<file path="config.mk">
export PLATFORM = sky130hd
export DESIGN_NAME = tt_um_serial_subtractor
export DESIGN_NICKNAME = d
export VERILOG_FILES = /design/src/rtl/tt_um_serial_subtractor.sv
export SDC_FILE = /design/constraint.sdc
export NUM_CORES = 1
export LEC_CHECK = 0
export CAP_MARGIN = 10
export CORE_MARGIN = 1.5
export CORE_UTILIZATION = 41
export DETAILED_ROUTE_END_ITERATION = 10
export PLACE_DENSITY = 0.87
export SYNTH_ARGS = -nofsm -noshare
export SYNTH_HDL_FRONTEND = slang
export SYNTH_SLANG_ARGS = --single-unit
export TNS_END_PERCENT = 30
</file>
<file path="constraint.sdc">
create_clock -name clk -period 1.3 [get_ports clk]
set_input_delay 0.195 -clock clk [delete_from_list [all_inputs] [get_ports clk]]
set_output_delay 0.195 -clock clk [all_outputs]
set_load 0.05 [all_outputs]
</file>
<file path="src/rtl/tt_um_serial_subtractor.sv">
// Bit-serial S - B subtractor (one full-subtractor cell + borrow flop) with start/done handshake.
// Optional macro SUB_SATURATE_EN: clamp the loaded difference to 0 when the final borrow is set.
module tt_um_serial_subtractor #(
  parameter int WIDTH = 5
) (
  input  logic       clk,
  input  logic       rst,
  input  logic       ena,
  input  logic [7:0] ui_in,
  input  logic [7:0] uio_in,
  output logic [7:0] uo_out,
  output logic [7:0] uio_out,
  output logic [7:0] uio_oe
);

  localparam int CW = $clog2(WIDTH + 1);

  typedef enum logic [1:0] {IDLE, SHIFT, DONE} state_t;

  state_t           state_q;
  logic             start_q;
  logic [WIDTH-1:0] a_sh_q;
  logic [WIDTH-1:0] b_sh_q;
  logic [WIDTH-1:0] r_q;
  logic             br_q;
  logic [CW-1:0]    cnt_q;
  logic [3:0]       d_q;
  logic             borrow_q;
  logic             busy_q;
  logic             done_q;
  logic             range_q;

  logic             start_acc;
  logic             d_bit;
  logic             br_d;
  logic [WIDTH-1:0] r_d;
  logic [WIDTH-1:0] d_fin;
  logic             unused_bits;

  assign start_acc = ena & uio_in[4] & ~start_q & ((state_q == IDLE) | (state_q == DONE));

  assign d_bit = a_sh_q[0] ^ b_sh_q[0] ^ br_q;
  assign br_d  = (~a_sh_q[0] & b_sh_q[0]) | (~(a_sh_q[0] ^ b_sh_q[0]) & br_q);
  assign r_d   = {d_bit, r_q[WIDTH-1:1]};

`ifdef SUB_SATURATE_EN
  assign d_fin = br_d ? '0 : r_d;
`else
  assign d_fin = r_d;
`endif

  always_ff @(posedge clk) begin
    if (rst) begin
      state_q  <= IDLE;
      start_q  <= 1'b0;
      a_sh_q   <= '0;
      b_sh_q   <= '0;
      r_q      <= '0;
      br_q     <= 1'b0;
      cnt_q    <= '0;
      d_q      <= '0;
      borrow_q <= 1'b0;
      busy_q   <= 1'b0;
      done_q   <= 1'b0;
      range_q  <= 1'b0;
    end else if (ena) begin
      start_q <= uio_in[4];
      case (state_q)
        IDLE, DONE: begin
          if (start_acc) begin
            state_q <= SHIFT;
            a_sh_q  <= ui_in[WIDTH-1:0];
            b_sh_q  <= WIDTH'(uio_in[3:0]);
            br_q    <= 1'b0;
            cnt_q   <= '0;
            r_q     <= '0;
            done_q  <= 1'b0;
            busy_q  <= 1'b1;
          end
        end
        SHIFT: begin
          r_q    <= r_d;
          a_sh_q <= a_sh_q >> 1;
          b_sh_q <= b_sh_q >> 1;
          br_q   <= br_d;
          cnt_q  <= cnt_q + 1'b1;
          // Last bit: result registers only change here, so the old result stays visible while shifting.
          if (cnt_q == CW'(WIDTH - 1)) begin
            state_q  <= DONE;
            busy_q   <= 1'b0;
            done_q   <= 1'b1;
            d_q      <= d_fin[3:0];
            borrow_q <= br_d;
            range_q  <= d_fin[WIDTH-1] & ~br_d;
          end
        end
        default: state_q <= IDLE;
      endcase
    end
  end

  assign uo_out      = {range_q, done_q, busy_q, borrow_q, d_q};
  assign uio_out     = 8'h00;
  assign uio_oe      = 8'h00;
  assign unused_bits = ^{ui_in[7:5], uio_in[7:5]};

endmodule

</file>
==> out/qor.csv, run 1 <==
stage,metric,value,unit
grt,grt_pass1_wl,3940,um
clock_network,cts_buffers,3,
final_layout,stdcell_count,212,
worst_setup_path,crit_arrival,1.49,ns
synth,syn_inst,151,
timing,setup_violations,0,
clock_network,h-tree-depth,1,
final_layout,fillers,287,
timing,drv_slew,0,
floorplan,num_rows,20,
synth,seq_area_frac_synth,41.3,%
worst_setup_path,slowest_delay,0.48,ns
power,cellLeakagePower,0.000631,uW
routing,drc,0,
final_layout,layout-drive-gt1-share,18.5,%
timing,fmax,808,MHz
timing,period_minus_slack,1.24,ns
run,drv_cap,0,
clock_network,clk_pin_slew_worst_paths,0.15,ns
synth,synth.avg_cell_area,8.98,um2
timing,period_share,95.2,%
routing,final_antenna_net_count,0,
floorplan,die_h,60.5,um
clock_network,insertion_delay,0.33,ns
floorplan,pin_count,43,
routing,dr.pass1.iters,4,
placement,dp.cells,208,
clock_network,root_buffer,clkbuf_4,
grt,antenna_found_initial,0,
synth,ys_types,35,
floorplan,start_util,43.7,%
floorplan,die-area,3660,um2
synth,synth_area,1360,um2
grt,grt_pass1_vias,934,
final_layout,seq_area,562,um2
routing,wire_per_inst,11.3,um
routing,vias_per_cell,4.82,
timing,rsz0062_at_grt,true,
worst_setup_path,crit_chain,"clkdlybuf4s50_1, buf_4, and3b_2, nand3_4, o41ai_2",
final_layout,final_cell_mix,"dfxtp_1, conb_1, nor3_1, clkdlybuf4s50_1, o21ai_0",
placement,port_buffers,20,
floorplan,die_w,60.5,um
clock_network,post_cts_buffers,0,
worst_setup_path,critPathSlowestCell,clkdlybuf4s50_1,
placement,gp_congestion,0.714,
routing,drt_iter0_drc,15,
synth,synth_edf_count,0,
final_layout,postLayoutCoreUtil,53.9,%
final_layout,multi_input_area,631,um2
synth,yosysWarnings,0,
final_layout,antennaDiodeCount,0,
grt,grt_usage,14.3,%
worst_setup_path,endpoint_kind,register,
timing,hold_ws,0.407,ns
synth,synth-seq-cells,28,
clock_network,ctsHoldBuffers,0,
grt,grt_remaining_overflow,0,
synth,synth-main-ff-cell,dfxtp_1,
grt,grt_max_degree,30,
power,p_per_area,991,nW/um2
worst_setup_path,worst_ep_required_time,1.55,ns
clock_network,cts_tree,yes,
clock_network,clkSinkCount,28,
timing,fin_skew,0.0120,ns
synth,async_reset_ff_share,0,%
placement,dp_hpwl,1650,um
worst_setup_path,critPathMaxFanout,7,
clock_network,clockBufferDepth,2,
routing,via_count,1022,
routing,drt_wl_total,2400,um
min_path,hold_path.class,in2reg,
power,max-vdd-ir-drop,0.377,mV
final_layout,syn_to_final_growth,23.2,%
worst_setup_path,crit_type,in2reg,
worst_setup_path,start_kind,primary input,
floorplan,core,3100,um2
outcome,status,"complete, no violations",
final_layout,layout.nets,191,
timing,finalHoldViolCount,0,
final_layout,final_common_cell,dfxtp_1,
==> area by class of cell <==
cell class,count,area share [%]
Multi-Input combinational cell,103,37.7
Sequential cell,28,33.6
Timing Repair Buffer,28,22.1
Tap cell,44,3.29
Clock buffer,4,2.17
Inverter,5,1.12
==> critical path: cells and delay by family <==
family | cells | cell delay, ns
buf+inv | 2 | 0.63
compound gates | 1 | 0.31
simple gates | 2 | 0.36
==> kinds of logic after synthesis <==
logic type | Yosys count | synth area share, %
other | 1 | 0.276
buffers and inverters | 35 | 18.1
AO/OA/AOI/OAI | 37 | 16.5
multiplexers | 1 | 0.738
flip-flops | 28 | 41.3
AND/OR/NAND/NOR | 46 | 19.7
adder cells (fa/ha/maj) | 3 | 3.32
==> power by group <==
| part | leakage (uW) | internal (uW) | switching, uW | total [uW] |
|---|---|---|---|---|
| registers | 0.000228 | 892 | 20.5 | 912 |
| clock network | 0.0000210 | 171 | 244 | 416 |
| logic | 0.000382 | 119 | 209 | 328 |
==> what timing repair did <==
item,CTS,global route
setup endpoints to repair,3,9
pin swaps,1,0
endpoints found under the hold margin,0,0
gates resized for setup,1,8
==> stage by stage <==
stage | setup WS (ns) | setup TNS [ns] | cell area [um2] | power (uW)
2_1_floorplan | 0.0704 | 0 | 1410 | 1210
3_3_place_gp | -0.212 | -3.98 | 1610 | 1240
3_5_place_dp | -0.256 | -4.64 | 1610 | 1250
4_1_cts | 0.0132 | 0 | 1640 | 1660
5_1_grt | 0.000615 | 0 | 1670 | 1730
6_report | 0.0630 | 0 | 1670 | 1660
==> synth_stat cells, drive strengths merged (2+ instances only) <==
library cell,n,area (um2)
nor2,2,7.51
nand2,8,30.0
ha,2,25.0
buf,28,219
clkbuf,2,7.51
a21oi,9,45.0
nor3,12,60.1
inv,5,18.8
o21ai,12,60.1
nand3,6,35.0
dfxtp,28,561
nor2b,5,31.3
o22ai,10,62.6
nand3b,2,18.8
nand2b,5,31.3
==> worst paths after layout <==
| check | cells after the start | end | start | slack [ns] |
|---|---|---|---|---|
| max reg2reg | 3 | r_q[4]$_SDFFE_PP0P_ | a_sh_q[0]$_SDFFE_PP0P_ | 0.08 |
| max | 5 | range_q$_SDFFE_PP0P_ | ena | 0.06 |
| min reg2reg | 2 | a_sh_q[4]$_SDFFE_PP0P_ | a_sh_q[4]$_SDFFE_PP0P_ | 0.48 |
| min | 3 | a_sh_q[4]$_SDFFE_PP0P_ | ui_in[4] | 0.41 |
==> layer usage <==
layer / track usage [%] / share of wire (%) / vias to the layer above
met5: 0 / 0 / -
met4: 5.90 / 0.62 / 0
met3: 2.77 / 4.2 / 2
met2: 24.8 / 49 / 29
met1: 17.3 / 47 / 464
li1: - / - / 527
==> sequential cells by signal (all words and copies together) (netlist names) <==
| name | flops |
|---|---|
| range_q | 1 |
| r_q | 4 |
| br_q | 1 |
| d_q | 4 |
| done_q | 1 |
| busy_q | 1 |
| start_q | 1 |
| state_q | 2 |
| a_sh_q | 5 |
| cnt_q | 3 |
| borrow_q | 1 |
| b_sh_q | 4 |
No activity file was read; power rests on OpenSTA's default activity.
==> run 2: changes to the inputs <==
--- a/config.mk
+++ b/config.mk
@@ -7,5 +7,5 @@
 export LEC_CHECK = 0
 export CAP_MARGIN = 10
-export CORE_MARGIN = 1.5
+export CORE_ASPECT_RATIO = 2
 export CORE_UTILIZATION = 41
 export DETAILED_ROUTE_END_ITERATION = 10
==> constraint.sdc (replaced) <==
create_clock -name clk -period 1.3 [get_ports clk]
set_input_delay 0.325 -clock clk [delete_from_list [all_inputs] [get_ports clk]]
set_output_delay 0.325 -clock clk [all_outputs]
set_load 0.05 [all_outputs]
==> run 2 against run 1 <==
  * Clock power grew 29%
  * Core utilization grew 1.3 points
  * Non-clock buffer count grew 5
  * Total power grew 9.1%
  * Via count grew 7.2%
  * Maximum frequency shrank 2.8%
  * Die area shrank 2.9%
  * Critical path depth is the same
  * Combinational power grew 9.5%
==> out/qor.csv, run 2 (synthesis gave the netlist of run 1 again) <==
stage,metric,value,unit
outcome,status,"complete, no violations",
worst_setup_path,crit_arrival,1.44,ns
final_layout,final_common_cell,dfxtp_1,
power,p_switching,509,uW
timing,hold_ws,0.476,ns
clock_network,cts_buffers,3,
timing,drv_slew,0,
worst_setup_path,path_buf_inv,2,
clock_network,cts_tree,yes,
worst_setup_path,start_kind,primary input,
power,max-vdd-ir-drop,0.738,mV
worst_setup_path,rrSetupSlack,0.03,ns
clock_network,h-tree-depth,1,
floorplan,num_rows,29,
clock_network,clkSinkCount,28,
grt,grt_usage,15.9,%
power,power,1810,uW
clock_network,clockBufferDepth,2,
final_layout,final_cell_mix,"dfxtp_1, conb_1, nor3_1",
grt,grt_remaining_overflow,0,
grt,antenna_found_initial,0,
final_layout,antennaDiodeCount,0,
timing,finalHoldViolCount,0,
power,seqPwrFrac,50.4,%
routing,final_antenna_net_count,0,
routing,vias_per_cell,5.37,
power,internal_power,1300,uW
routing,drt_wl_total,2700,um
power,p_comb_share,19.9,%
power,cellLeakagePower,0.000675,uW
floorplan,core,3160,um2
worst_setup_path,critPathSlowestCell,clkdlybuf4s50_1,
final_layout,syn_to_final_growth,28.5,%
routing,via_count,1096,
grt,grt_max_degree,26,
power,power_frac_clock,29.8,%
clock_network,insertion_delay,0.27,ns
clock_network,root_buffer,clkbuf_8,
placement,dp_hpwl,1790,um
routing,dr.pass1.iters,4,
routing,wire_per_inst,13.2,um
power,sw_frac_of_total,28.2,%
min_path,holdPathEnd,a_sh_q[4]$_SDFFE_PP0P_,
final_layout,fillers,270,
timing,period_minus_slack,1.27,ns
timing,fmax,786,MHz
worst_setup_path,crit_chain,"clkdlybuf4s50_1, nand4bb_1, buf_6, o22ai_1, nor3_1",
routing,drt_iter0_drc,21,
timing,fin_skew,0.00151,ns
min_path,hold_path.class,reg2reg,
final_layout,largest_reg_flops,5,
worst_setup_path,reg2reg_depth,3,
final_layout,top_register,a_sh_q,
min_path,hold_depth,2,
floorplan,die_h,83.3,um
worst_setup_path,endpoint_kind,register,
power,p_per_area,1040,nW/um2
timing,rsz0062_at_grt,true,
placement,gp_congestion,0.836,
final_layout,layout-drive-gt1-share,22.5,%
floorplan,start_util,43.0,%
grt,grt_pass1_vias,1070,
floorplan,die-area,3560,um2
timing,finalSetupTns,0,ns
worst_setup_path,worst_ep_required_time,1.47,ns
final_layout,layout.nets,196,
floorplan,pin_count,43,
timing,period_share,97.9,%
worst_setup_path,critPathMaxFanout,11,
run,drv_cap,0,
worst_setup_path,r2r-start,a_sh_q[0]$_SDFFE_PP0P_,
worst_setup_path,slowest_delay,0.48,ns
grt,grt_pass1_wl,4380,um
clock_network,clk_pin_slew_worst_paths,0.09,ns
floorplan,die_w,42.7,um
worst_setup_path,path_delay_family,buffers and inverters,
worst_setup_path,crit_type,in2reg,
min_path,min-delay-start,a_sh_q[4]$_SDFFE_PP0P_,
timing,setup_violations,0,
placement,port_buffers,20,
routing,drc,0,
worst_setup_path,rr_endpoint,range_q$_SDFFE_PP0P_,
clock_network,ctsHoldBuffers,0,
[run 2: cell count changes in the layout (fill, tap and decap cells not counted), sizes merged]
cell | before | now
dlygate4sd2 | 0 | 1
buf | 16 | 21
clkdlybuf4s50 | 12 | 11
[run 2: power by group through the flow]
stage / clock, uW / sequential, uW / combinational, uW
after floorplan: 0 / 925 / 283
after global placement: 0 / 927 / 328
after detailed placement: 0 / 929 / 333
after CTS: 541 / 909 / 348
after global routing: 577 / 914 / 383
final: 538 / 910 / 359
[run 2: through the flow]
step	setup slack, ns	utilization [%]	instances	cell area (um2)
4_1_cts	-0.00657	54.3	204	1720
2_1_floorplan	0.0704	-	166	1410
3_3_place_gp	-0.324	51.1	198	1610
5_1_grt	-0.0109	55.2	204	1740
6_report	0.0279	55.2	204	1740
3_5_place_dp	-0.362	51.1	198	1610
[run 2: how the worst max path moves through the flow]
stage / startpoint / endpoint / slack, ns / cells after the start
6_report: uio_in[4] / b_sh_q[1]$_SDFFE_PP0P_ / 0.03 / 5
5_1_grt: uio_in[4] / a_sh_q[2]$_SDFFE_PP0P_ / -0.01 / 5
4_1_cts: uio_in[4] / a_sh_q[0]$_SDFFE_PP0P_ / -0.007 / 5
3_5_place_dp: ena / range_q$_SDFFE_PP0P_ / -0.36 / 5
3_3_place_gp: ena / range_q$_SDFFE_PP0P_ / -0.32 / 5
2_1_floorplan: a_sh_q[0]$_SDFFE_PP0P_ / range_q$_SDFFE_PP0P_ / 0.07 / 3
[run 2: final cells by class]
class / instances / area (um2) / share of cell area (%)
Multi-Input combinational cell: 103 / 659 / 37.8
Sequential cell: 28 / 561 / 32.2
Timing Repair Buffer: 33 / 410 / 23.5
Tap cell: 31 / 38.8 / 2.23
Inverter: 5 / 18.8 / 1.08
Clock buffer: 4 / 55.1 / 3.16
[run 2: what timing repair did]
| action | CTS | global route |
|---|---|---|
| setup endpoints to repair | 17 | 13 |
| setup buffers | 1 | 0 |
| cloned | 1 | 0 |
| resized for setup | 10 | 7 |
| pin swaps | 4 | 2 |
[run 2: layer usage]
| layer | part of all wire (%) | track usage, % | up-vias |
|---|---|---|---|
| li1 | - | - | 539 |
| met1 | 37 | 15.5 | 511 |
| met2 | 55 | 28.8 | 40 |
| met3 | 3.4 | 1.74 | 6 |
| met4 | 3.9 | 11.4 | 0 |
| met5 | 0 | 0 | - |
[run 2: worst register-to-register path, stage by stage (launching register included)]
cell     delay (ns)
dfxtp_1        0.32
inv_1          0.06
fa_1           0.48
o41ai_2        0.32
